## src/rtl/set_bit_iterator_pkg.sv

```systemverilog
// -----------------------------------------------------------------------------
// set_bit_iterator_pkg
//   Shared types and helpers for the set-bit iterator.
//   - state_t   : controller states (IDLE waits for a vector, EMIT streams beats)
//   - idx_width : width of a binary index into a WIDTH-bit vector
// -----------------------------------------------------------------------------
package set_bit_iterator_pkg;

  typedef enum logic {
    IDLE = 1'b0,
    EMIT = 1'b1
  } state_t;

  function automatic int unsigned idx_width(input int unsigned width);
    return (width < 2) ? 1 : $clog2(width);
  endfunction

endpackage

```

## src/rtl/set_bit_iterator_bit_isolate.sv

```systemverilog
// -----------------------------------------------------------------------------
// bit_isolate
//   Purely combinational: picks the lowest (msb_first=0) or highest
//   (msb_first=1) set bit of vec.
//   Ports:
//     vec       in  WIDTH  vector to scan
//     msb_first in  1      0 = lowest set bit, 1 = highest set bit
//     onehot    out WIDTH  one-hot mask of the chosen bit (0 when vec==0)
//     idx       out IDX_W  binary index of the chosen bit (0 when vec==0)
//     multi     out 1      more than one bit of vec is set
//     zero      out 1      vec is all-zero
// -----------------------------------------------------------------------------
module bit_isolate
  import set_bit_iterator_pkg::*;
#(
  parameter  int unsigned WIDTH = 8,
  localparam int unsigned IDX_W = idx_width(WIDTH)
) (
  input  logic [WIDTH-1:0] vec,
  input  logic             msb_first,
  output logic [WIDTH-1:0] onehot,
  output logic [IDX_W-1:0] idx,
  output logic             multi,
  output logic             zero
);

  logic [IDX_W-1:0] lo_idx;
  logic [IDX_W-1:0] hi_idx;

  // Ascending scan: the last hit is the highest set bit.
  // Descending scan: the last hit is the lowest set bit.
  always_comb begin
    lo_idx = '0;
    hi_idx = '0;
    for (int unsigned i = 0; i < WIDTH; i++) begin
      if (vec[i]) hi_idx = IDX_W'(i);
    end
    for (int unsigned i = 0; i < WIDTH; i++) begin
      if (vec[WIDTH-1-i]) lo_idx = IDX_W'(WIDTH-1-i);
    end
  end

  always_comb begin
    zero   = ~|vec;
    // Clearing the lowest set bit leaves something only if 2+ bits were set.
    multi  = |(vec & (vec - WIDTH'(1)));
    idx    = msb_first ? hi_idx : lo_idx;
    onehot = zero ? '0 : (WIDTH'(1) << idx);
  end

endmodule

```

## src/rtl/set_bit_iterator.sv

```systemverilog
// -----------------------------------------------------------------------------
// set_bit_iterator
//   Accepts one WIDTH-bit request vector per transaction and serialises it
//   into one beat per set bit (LSB-first or MSB-first, chosen per vector).
//   An all-zero vector produces a single empty beat.
//   Ports:
//     clk_i     in  1      clock, rising edge
//     srst_i    in  1      asynchronous active-high reset
//     data_i    in  WIDTH  request vector, sampled on accept
//     dir_i     in  1      0 = LSB first, 1 = MSB first, sampled on accept
//     valid_i   in  1      upstream vector valid
//     ready_o   out 1      block can accept a vector (IDLE)
//     onehot_o  out WIDTH  one-hot mask of the current set bit
//     idx_o     out IDX_W  binary index of the current set bit
//     valid_o   out 1      beat valid
//     last_o    out 1      final beat of the transaction
//     empty_o   out 1      accepted vector was all-zero
//     ready_i   in  1      downstream accepts the current beat
// -----------------------------------------------------------------------------
module set_bit_iterator
  import set_bit_iterator_pkg::*;
#(
  parameter  int unsigned WIDTH = 8,
  localparam int unsigned IDX_W = idx_width(WIDTH)
) (
  input  logic             clk_i,
  input  logic             srst_i,
  input  logic [WIDTH-1:0] data_i,
  input  logic             dir_i,
  input  logic             valid_i,
  output logic             ready_o,
  output logic [WIDTH-1:0] onehot_o,
  output logic [IDX_W-1:0] idx_o,
  output logic             valid_o,
  output logic             last_o,
  output logic             empty_o,
  input  logic             ready_i
);

  state_t           state_q, state_d;
  logic [WIDTH-1:0] rem_q, rem_d;
  logic             dir_q, dir_d;

  logic [WIDTH-1:0] iso_onehot;
  logic [IDX_W-1:0] iso_idx;
  logic             iso_multi;
  logic             iso_zero;

  // Beat outputs decode registered state only, so no input reaches them
  // combinationally.
  bit_isolate #(
    .WIDTH (WIDTH)
  ) u_isolate (
    .vec       (rem_q),
    .msb_first (dir_q),
    .onehot    (iso_onehot),
    .idx       (iso_idx),
    .multi     (iso_multi),
    .zero      (iso_zero)
  );

  always_ff @(posedge clk_i or posedge srst_i) begin
    if (srst_i) begin
      state_q <= IDLE;
      rem_q   <= '0;
      dir_q   <= 1'b0;
    end else begin
      state_q <= state_d;
      rem_q   <= rem_d;
      dir_q   <= dir_d;
    end
  end

  always_comb begin
    state_d  = state_q;
    rem_d    = rem_q;
    dir_d    = dir_q;
    ready_o  = 1'b0;
    valid_o  = 1'b0;
    onehot_o = '0;
    idx_o    = '0;
    last_o   = 1'b0;
    empty_o  = 1'b0;

    unique case (state_q)
      IDLE: begin
        ready_o = 1'b1;
        if (valid_i) begin
          rem_d   = data_i;
          dir_d   = dir_i;
          state_d = EMIT;
        end
      end

      EMIT: begin
        valid_o  = 1'b1;
        onehot_o = iso_onehot;
        idx_o    = iso_idx;
        last_o   = ~iso_multi;
        empty_o  = iso_zero;
        if (ready_i) begin
          if (iso_multi) begin
            rem_d = rem_q & ~iso_onehot;
          end else begin
            state_d = IDLE;
          end
        end
      end

      default: state_d = IDLE;
    endcase
  end

endmodule

```

## config.mk

```make
export PLATFORM = sky130hd
export DESIGN_NAME = set_bit_iterator
export DESIGN_NICKNAME = d
export VERILOG_FILES = /design/src/rtl/set_bit_iterator_pkg.sv /design/src/rtl/set_bit_iterator_bit_isolate.sv /design/src/rtl/set_bit_iterator.sv
export SDC_FILE = /design/constraint.sdc
export NUM_CORES = 1
export LEC_CHECK = 0
export ABC_AREA = 0
export CAP_MARGIN = 20
export CORE_ASPECT_RATIO = 1.5
export CORE_MARGIN = 2
export CORE_UTILIZATION = 41
export CTS_CLUSTER_DIAMETER = 100
export CTS_CLUSTER_SIZE = 12
export DETAILED_ROUTE_END_ITERATION = 8
export HOLD_SLACK_MARGIN = 0.08
export PLACE_DENSITY = 0.74
export SYNTH_ARGS = -nofsm -noshare
export SYNTH_HDL_FRONTEND = slang
export SYNTH_SLANG_ARGS = --single-unit
```

## constraint.sdc

```tcl
create_clock -name clk_i -period 1.8 [get_ports clk_i]
set_input_delay 0.36 -clock clk_i [delete_from_list [all_inputs] [get_ports clk_i]]
set_output_delay 0.36 -clock clk_i [all_outputs]
set_load 0.03 [all_outputs]
```

==> Word level (Yosys, flattened, before mapping) <==
Cells that the tools add are included.
{ "classes": {"n_addsub": 1, "eq_ne": 3, "n_shift": 1, "n_mux": 31, "n_bitwise": 5, "n_reduce_logical": 5} }
{ "op_table": {"columns": ["cell", "n"], "rows": [
  ["2-to-1 mux 3 bit", 14],
  ["2-to-1 mux 8 bit", 5],
  ["AND 8 bit", 2],
  ["one-hot mux 8 bit (2 select lines)", 1],
  ["OR reduction 8 bit", 2],
  ["2-to-1 mux 1 bit", 8],
  ["NOT 8 bit", 1],
  ["left shift 1 x 3 -> 8 bit, first input constant", 1],
  ["subtractor 8 x 1 -> 8 bit, second input constant", 1],
  ["2-to-1 mux 2 bit", 2],
  ["!= test 2 bit, second input constant", 2],
  ["AND reduction 3 bit", 1],
  ["!= test 2 x 1 -> 1 bit, second input constant", 1],
  ["NOT 1 bit", 2],
  ["one-hot mux 1 bit (2 select lines)", 1],
  ["AND reduction 2 bit", 1],
  ["logical NOT 1 bit", 1]
]} }
{ "word_totals": {"regBits": 10, "input_bits": 13, "output_inout_bits": 15} }

==> Depth between registers and ports, before layout <==
{ "logic_depth": {"word_depth": 16, "mapped_depth": 6, "ltp_nobuf": 5} }

==> Modules after synthesis <==
Synthesis repeated with hierarchy kept, for this count alone.
{ "unflattened": {"hier_cells": 121, "area_unflattened_um2": 939.7} }
{ "modules_own_cells": {"columns": ["module", "instances", "cells_per_inst", "area_per_inst_um2", "seq_area_each_um2"], "rows": [
  ["set_bit_iterator", 1, 65, 625.6, 250.2],
  ["bit_isolate", 1, 56, 314.1, 0.0]
]} }

==> Worst setup path after synthesis <==
No wires, ideal clock.
{ "synth_timing": {"path_kind": "register to output", "from": "reg rem_q[4]", "to": "out onehot_o[6]", "arrival_time_ps": 1816, "t_required_ps": 1440, "slack_ps": -376, "path_stages_with_launch": 7, "path_buffers": 1, "cell_sequence": "dfrtp_1 > buf_6 > or2_4 > a211oi_4 > o32ai_4 > or2_1 > nor2_1"} }
{ "synth_via": {"elab_chain_cells": 9, "word_cells_on_any_way": 14, "cone_classes": "shift: 1; mux: 12; reduce/logical: 1"} }
{ "synth_rtl": {"columns": ["item", "line_no", "source"], "rows": [
  ["start, declared", "set_bit_iterator.sv:41", "logic [WIDTH-1:0] rem_q, rem_d;"],
  ["start signal, assigned", "set_bit_iterator.sv:69", "rem_q <= rem_d;"],
  ["2-to-1 mux 3 bit (5 in a row)", "set_bit_iterator_bit_isolate.sv:39", "if (vec[WIDTH-1-i]) lo_idx = IDX_W'(WIDTH-1-i);"],
  ["2-to-1 mux 3 bit", "set_bit_iterator_bit_isolate.sv:47", "idx = msb_first ? hi_idx : lo_idx;"],
  ["left shift 1 x 3 -> 8 bit", "set_bit_iterator_bit_isolate.sv:48", "onehot = zero ? '0 : (WIDTH'(1) << idx);"],
  ["2-to-1 mux 8 bit (*)", "set_bit_iterator_bit_isolate.sv:48", null],
  ["2-to-1 mux 8 bit (*)", "set_bit_iterator.sv:85", "unique case (state_q)"],
  ["end, declared", "set_bit_iterator.sv:32", "output logic [WIDTH-1:0] onehot_o,"]
]} }
Mark *: on every way between the ends. The rest lies on a longest branch, timed or not.

==> Worst setup path in the final report <==
{ "layout_timing": {"from": "reg rem_q[5]", "to": "out onehot_o[6]"} }
{ "layout_via": {"elab_chain_cells": 10, "word_cells_on_any_way": 14, "cone_classes": "shift: 1; mux: 12; reduce/logical: 1"} }
{ "layout_rtl": {"columns": ["item", "line_no"], "rows": [
  ["2-to-1 mux 3 bit (6 in a row)", "set_bit_iterator_bit_isolate.sv:39"],
  ["2-to-1 mux 3 bit", "set_bit_iterator_bit_isolate.sv:47"],
  ["left shift 1 x 3 -> 8 bit", "set_bit_iterator_bit_isolate.sv:48"],
  ["2-to-1 mux 8 bit (*)", "set_bit_iterator_bit_isolate.sv:48"],
  ["2-to-1 mux 8 bit (*)", "set_bit_iterator.sv:85"]
]} }
Marks and branches as above.

==> reports/qor.csv <==
stage,metric,value,unit
critical_path,Crit path largest cell delay,430,ps
finish,Layout area overhead,84.2,%
logic_synthesis,Syn. warnings,0,
critical_path,CP most frequent cell,or2_4,
clock_network,clk root buf,clkbuf_4,
placement,area of placed instances,0.00140,mm2
logic_synthesis,mean area per synthesized cell,8.30,um2
critical_path,Setup crit start,rem_q[5]$_DFFE_PP0P_,
finish,"most common cell after layout, fill and taps aside",buf_4,
die,site row count,20,
sta,max-slew violations,0,
status,status,finished with violations,
placement,IO Port Bufs,27,
clock_network,TritonCTS clock tree,built,
logic_synthesis,syn nets,120,
sta,Setup Viol. Count Final,21,
logic_synthesis,Post-Synthesis Cells,107,
routing,DRT iter0 DRCs,14,
sta,post-route worst setup slack,-457,ps
sta,f_max,443,MHz
sta,skew final,5.09,ps
critical_path,CP max FO,6,
global_route,gr usage total,26.3,%
critical_path,crit-path cells,"or2_4, a211oi_4, o32ai_4, or2_4, nor2_4, buf_6",
clock_network,Post-CTS Hold Buffers,0,
die,I/O pin cnt,28,
logic_synthesis,Netlist cell types,32,
clock_network,H-tree depth,1,
die,Die Area,0.00256,mm2
logic_synthesis,"Seq/Total Area, Yosys",28.2,%
global_route,initial antenna violation count,0,
finish,post-route cell area,0.00164,mm2
global_route,first-pass GRT wire length,5.00,mm
sta,worst slew pin tran,449,ps
worst_hold_path,Hold Crit Class,in -> async,
logic_synthesis,Post-Synthesis Cell Area,888,um2
run,Max-Cap Viols,0,
global_route,gr ovfl total,0,
sta,crit share post-route,125,%
critical_path,critical path class,reg -> out,
clock_network,worst-skew pair later-pin latency,280,ps
global_route,vias in the first global route,1113,
routing,Via density,5.60,
sta,RSZ-0062 raised after global routing,true,
critical_path,Required @ worst endpoint,1440,ps
routing,DR pass1 iterations,4,
finish,# diodes,0,
clock_network,Longest Clk Path Bufs,2,
die,Die W,42.0,um
finish,most frequent cells in the layout,"buf_4, clkdlybuf4s50_1, nand2_1, nor2_4, buf_6",
sta,"Min Clock Period, post-route",2260,ps
placement,HPWL after detailed placement,2.14,mm
die,Core Area,0.00203,mm2
routing,DRT Wirelength,3.38,mm
clock_network,clock slew at reported path FFs,80,ps
routing,DRC violations left,0,
die,die height,61.0,um
logic_synthesis,top post-synthesis cells by area,"dfrtp_1, mux2i_1, nor2_1, a31oi_1, nor2b_1",
status,violated checks,setup timing,
logic_synthesis,Yosys top cell area share,28.2,%
critical_path,CP Capture Type,primary output,
routing,Final ANT Viol Nets,0,
clock_network,Num CTS Buffers,3,
critical_path,reg-to-reg startpoint,rem_q[1]$_DFFE_PP0P_,
die,initial core utilization,43.8,%
finish,Final Core Density,80.7,%
sta,Slew HR,70.0,%
critical_path,CP max-delay cell,dfrtp_2,
critical_path,crit path launch type,register,
logic_synthesis,"FF+latch count, synth",10,
logic_synthesis,Yosys top cell by area,dfrtp_1,
placement,placer's final routability congestion estimate,0.815,
finish,NumNets Final,182,
critical_path,CP arrival,1900,ps
routing,via count,1064,
clock_network,clk sinks,10,
sta,Final Hold Viols,0,
global_route,largest net degree at the start of global routing,18,
routing,wire per inst,17.8,um
finish,layout cells sized above 1,56.5,%
-- final cells by class --
cell class	instances	area [um2]
fillers	120	390
inverters	5	18.8
multi-input cells	87	744
well taps	22	27.5
flip-flops and latches	10	258
repair buffers	62	552
clock buffers	4	36.3
-- state kept, by name (all words and copies together), names as in the netlist --
name     flops
rem_q        8
dir_q        1
state_q      1
-- repair_timing --
action	4_1_cts	5_1_grt
buffers inserted	8	4
endpoints found under the setup margin	22	22
resized for setup	28	10
pin swaps	19	8
-- per-layer routing --
| metal | wire length, um | up-vias | global-route usage (%) |
|---|---|---|---|
| met5 | 0 | - | 0 |
| met1 | 1300 | 521 | 28.1 |
| met4 | 93 | 0 | 14.3 |
| li1 | - | 500 | - |
| met2 | 1900 | 32 | 50.7 |
| met3 | 78 | 11 | 2.93 |
-- worst paths after layout --
kind	to	slack, ps	cells after the start
min in group clk_i	state_q$_DFF_PP0_	630	1
min reg2reg	state_q$_DFF_PP0_	630	1
min	rem_q[1]$_DFFE_PP0P_	380	2
max	onehot_o[6]	-460	6
max reg2reg	rem_q[3]$_DFFE_PP0P_	-270	9
max in group asynchronous	rem_q[5]$_DFFE_PP0P_	1090	2
-- stage by stage --
| stage | instances | setup slack, ps | hold slack (ps) | setup TNS, ps |
|---|---|---|---|---|
| 3_5_place_dp | 175 | -205 | 559 | -2580 |
| 4_1_cts | 186 | -455 | 399 | -5810 |
| 6_report | 190 | -457 | 377 | -6690 |
| 2_1_floorplan | 107 | -159 | 200 | -826 |
| 5_1_grt | 190 | -554 | 417 | -8390 |
| 3_3_place_gp | 175 | -183 | 549 | -1790 |
-- synth_stat cells --
master,number
a211oi_1,4
buf_2,2
nor4_1,1
nor2b_1,8
o21ai_1,1
buf_6,2
o221ai_2,1
o31a_1,1
a211oi_2,1
nor3_1,1
or2_4,1
o21ai_0,5
mux2i_1,6
o32ai_4,1
a31oi_1,8
nand2b_2,1
and2_1,3
nor3b_1,1
nand3_1,1
nor4_4,2
mux2_2,1
or2_1,2
nand4_1,1
inv_1,5
nor2_1,15
nand2b_1,2
o21a_1,1
nand2_1,12
dfrtp_1,10
a211oi_4,1
a21oi_1,5
clkbuf_1,1
-- cell families after synthesis --
family	Yosys count	synth area share, %
compound gates	29	25.5
buf+inv	10	6.20
flops	10	28.2
mux	7	8.03
simple gates	51	32.1
-- worst max-delay path: cells and delay by family (launching register included) --
kind,cells,cell delay (ps)
AO/OA/AOI/OAI,2,400
AND/OR/NAND/NOR,3,660
flip-flops,1,430
buffers and inverters,1,130
Power is not shown: default switching activity piles up to over one toggle a cycle in this logic, so the estimate is an artifact.
==> patch, RTL diff (config.mk and constraints unchanged) <==
`WIDTH` is set to 8 in 2 places; all go to 10.
--- a/src/rtl/set_bit_iterator_bit_isolate.sv
+++ b/src/rtl/set_bit_iterator_bit_isolate.sv
@@ -13,7 +13,7 @@
 module bit_isolate
   import set_bit_iterator_pkg::*;
 #(
-  parameter  int unsigned WIDTH = 8,
+  parameter  int unsigned WIDTH = 10,
   localparam int unsigned IDX_W = idx_width(WIDTH)
 ) (
   input  logic [WIDTH-1:0] vec,
--- a/src/rtl/set_bit_iterator.sv
+++ b/src/rtl/set_bit_iterator.sv
@@ -20,7 +20,7 @@
 module set_bit_iterator
   import set_bit_iterator_pkg::*;
 #(
-  parameter  int unsigned WIDTH = 8,
+  parameter  int unsigned WIDTH = 10,
   localparam int unsigned IDX_W = idx_width(WIDTH)
 ) (
   input  logic             clk_i,
Interface: changed (resized data_i, idx_o and onehot_o); port bits go from 28 to 33. The function was not compared with the original's and may differ.
==> patch against the unedited design <==
The flow still finishes with violations (negative setup slack). Synthesized area rose by 18%. Routed wire length is 120% higher. Sequential share of layout area fell by 2.7 points. Critical path type unchanged. Cell area increased by 44%. Critical endpoint is now onehot_o[1]. Sequential cell count is 2 higher. Worst setup slack got worse by 570 ps. Cell count grew 36%.
==> patch: results (changes against the unedited design) <==
metric	value	unit	change
run_status	complete, but fails checks		unchanged
violations	negative setup slack		unchanged
grt_pass1_vias	1723		was 1113
rrSetupSlack	-760	ps	was -270 ps
drive_gt1_share	69.66	%	was 56.55%
vdd_drop_max	1.307	mV	
antenna_found_initial	0		unchanged
fillers	47		was 120
met1_length	2.247	mm	was 1.300 mm
met2_usage	67.50	%	was 50.67%
vias	1864		was 1064
grt_first_pass_wirelength	8.928	mm	was 4.995 mm
yosysSeqAreaShare	28.67	%	was 28.17%
hold_class	in2async		unchanged
ctsRootBufferMaster	clkbuf_4		unchanged
cts_setup_buffers	23		was 8
reg.largest.list	rem_q: 10 flops, dir_q: 1 flops, state_q: 1 flops		was rem_q: 8 flops, dir_q: 1 flops, state_q: 1 flops
clk_pin_slew	90	ps	
synth_common_cells	nand2_1 (23), nor2_1 (19), clkbuf_1 (12), dfrtp_1 (12), inv_1 (8)		was nor2_1 (15), nand2_1 (12), dfrtp_1 (10)
clk_latency	300	ps	was 280 ps
portBuffers	32		was 27
placed_area	1799	um^2	was 1395 um^2
ys_types	38		was 32
setup_slack	-1028	ps	was -456.7 ps
synth_area_leaders	dfrtp_1 (29%), nand2_1 (8.2%), nor2_1 (6.8%)		was dfrtp_1 (28%), mux2i_1 (6.8%), nor2_1 (6.3%)
highest_layer	met4		unchanged
grt_usage	41.86	%	was 26.31%
worst_slew_pin_slew	677.0	ps	was 449.3 ps
syn_nets	156		was 120
setup_viol	28		was 21
dp_hpwl	3.097	mm	was 2.144 mm
met3_length	893	um	was 78 um
antenna_cells	0		unchanged
yosys_warnings	0		unchanged
cts_resized	55		was 28
finalSetupTns	-21430	ps	was -6693 ps
dp_slack	-599.8	ps	was -204.8 ps
fin_nets	250		was 182
cts_inserted_buffers	3		unchanged
cts_max_level	1		unchanged
largest_reg_flops	10		was 8
met2_length	3.504	mm	was 1.903 mm
cp_max_fo	5		was 6
grt_max_degree	13		was 18
skew	2.864	ps	was 5.090 ps
avgRoutedWirePerCell	29.09	um	was 17.77 um
first_pass_iters	7		was 4
crit_arrival	2470	ps	was 1900 ps
async_flop_share	100.0	%	unchanged
synth_ff_type	dfrtp_1		unchanged
place.gp.congestion	0.9205		was 0.8145
met1_usage	47.31	%	was 28.13%
drt-initial-drc-count	274		was 14
clk_path_buf_depth	2		unchanged
globalRouteMet3Util	8.197	%	was 2.933%
patch: final timing paths:
path	end	cells past startpoint	startpoint
hold reg to reg	rem_q[4]$_DFFE_PP0P_	2	rem_q[4]$_DFFE_PP0P_
min in group clk_i	rem_q[4]$_DFFE_PP0P_	2	rem_q[4]$_DFFE_PP0P_
setup reg to reg	rem_q[6]$_DFFE_PP0P_	10	rem_q[5]$_DFFE_PP0P_
setup / recovery	onehot_o[1]	9	rem_q[1]$_DFFE_PP0P_
max in group asynchronous	rem_q[2]$_DFFE_PP0P_	2	srst_i
hold / removal	dir_q$_DFFE_PP0P_	2	srst_i
patch: report_power, final:
group | internal [uW] | switching (uW) | total, uW
Combinational | 1490 | 1760 | 3250
Sequential | 380 | 213 | 593
Clock | 124 | 111 | 235
patch: through the flow:
stage	utilization (%)	hold slack (ps)	cells
after floorplan	-	224.7	141
after global placement	73.44	573.6	225
after detailed placement	73.44	600.1	225
after CTS	91.42	421.7	253
after global routing	96.53	456.5	258
final	96.53	438.3	258
patch: critical path, cell delays in order, from the launching register on:
cell and delay, ps:
dfrtp_1 470, inv_1 140, a211oi_1 590, o31ai_2 210, o21ai_2 150, buf_6 160, buf_4 140, nand2_8 70
nor2_4 100, buf_6 140
patch: kinds of logic (layout without fill, tap and decap cells):
group / count (synthesis) / after routing / synth area share, %
buffers and inverters: 23 / 116 / 9.199
and+or+nand+nor: 68 / 68 / 30.94
AOI/OAI and AO/OA: 35 / 35 / 28.20
DFF: 12 / 12 / 28.67
adders and majority gates: 1 / 1 / 0.9558
muxes: 2 / 2 / 2.031
patch: cell type report:
cell class / count / area share (%)
sequential: 12 / 13.02
timing repair buffer: 104 / 39.68
tap: 24 / 1.270
multi-input combinational: 106 / 42.96
clock buffer: 4 / 1.534
inverter: 8 / 1.534
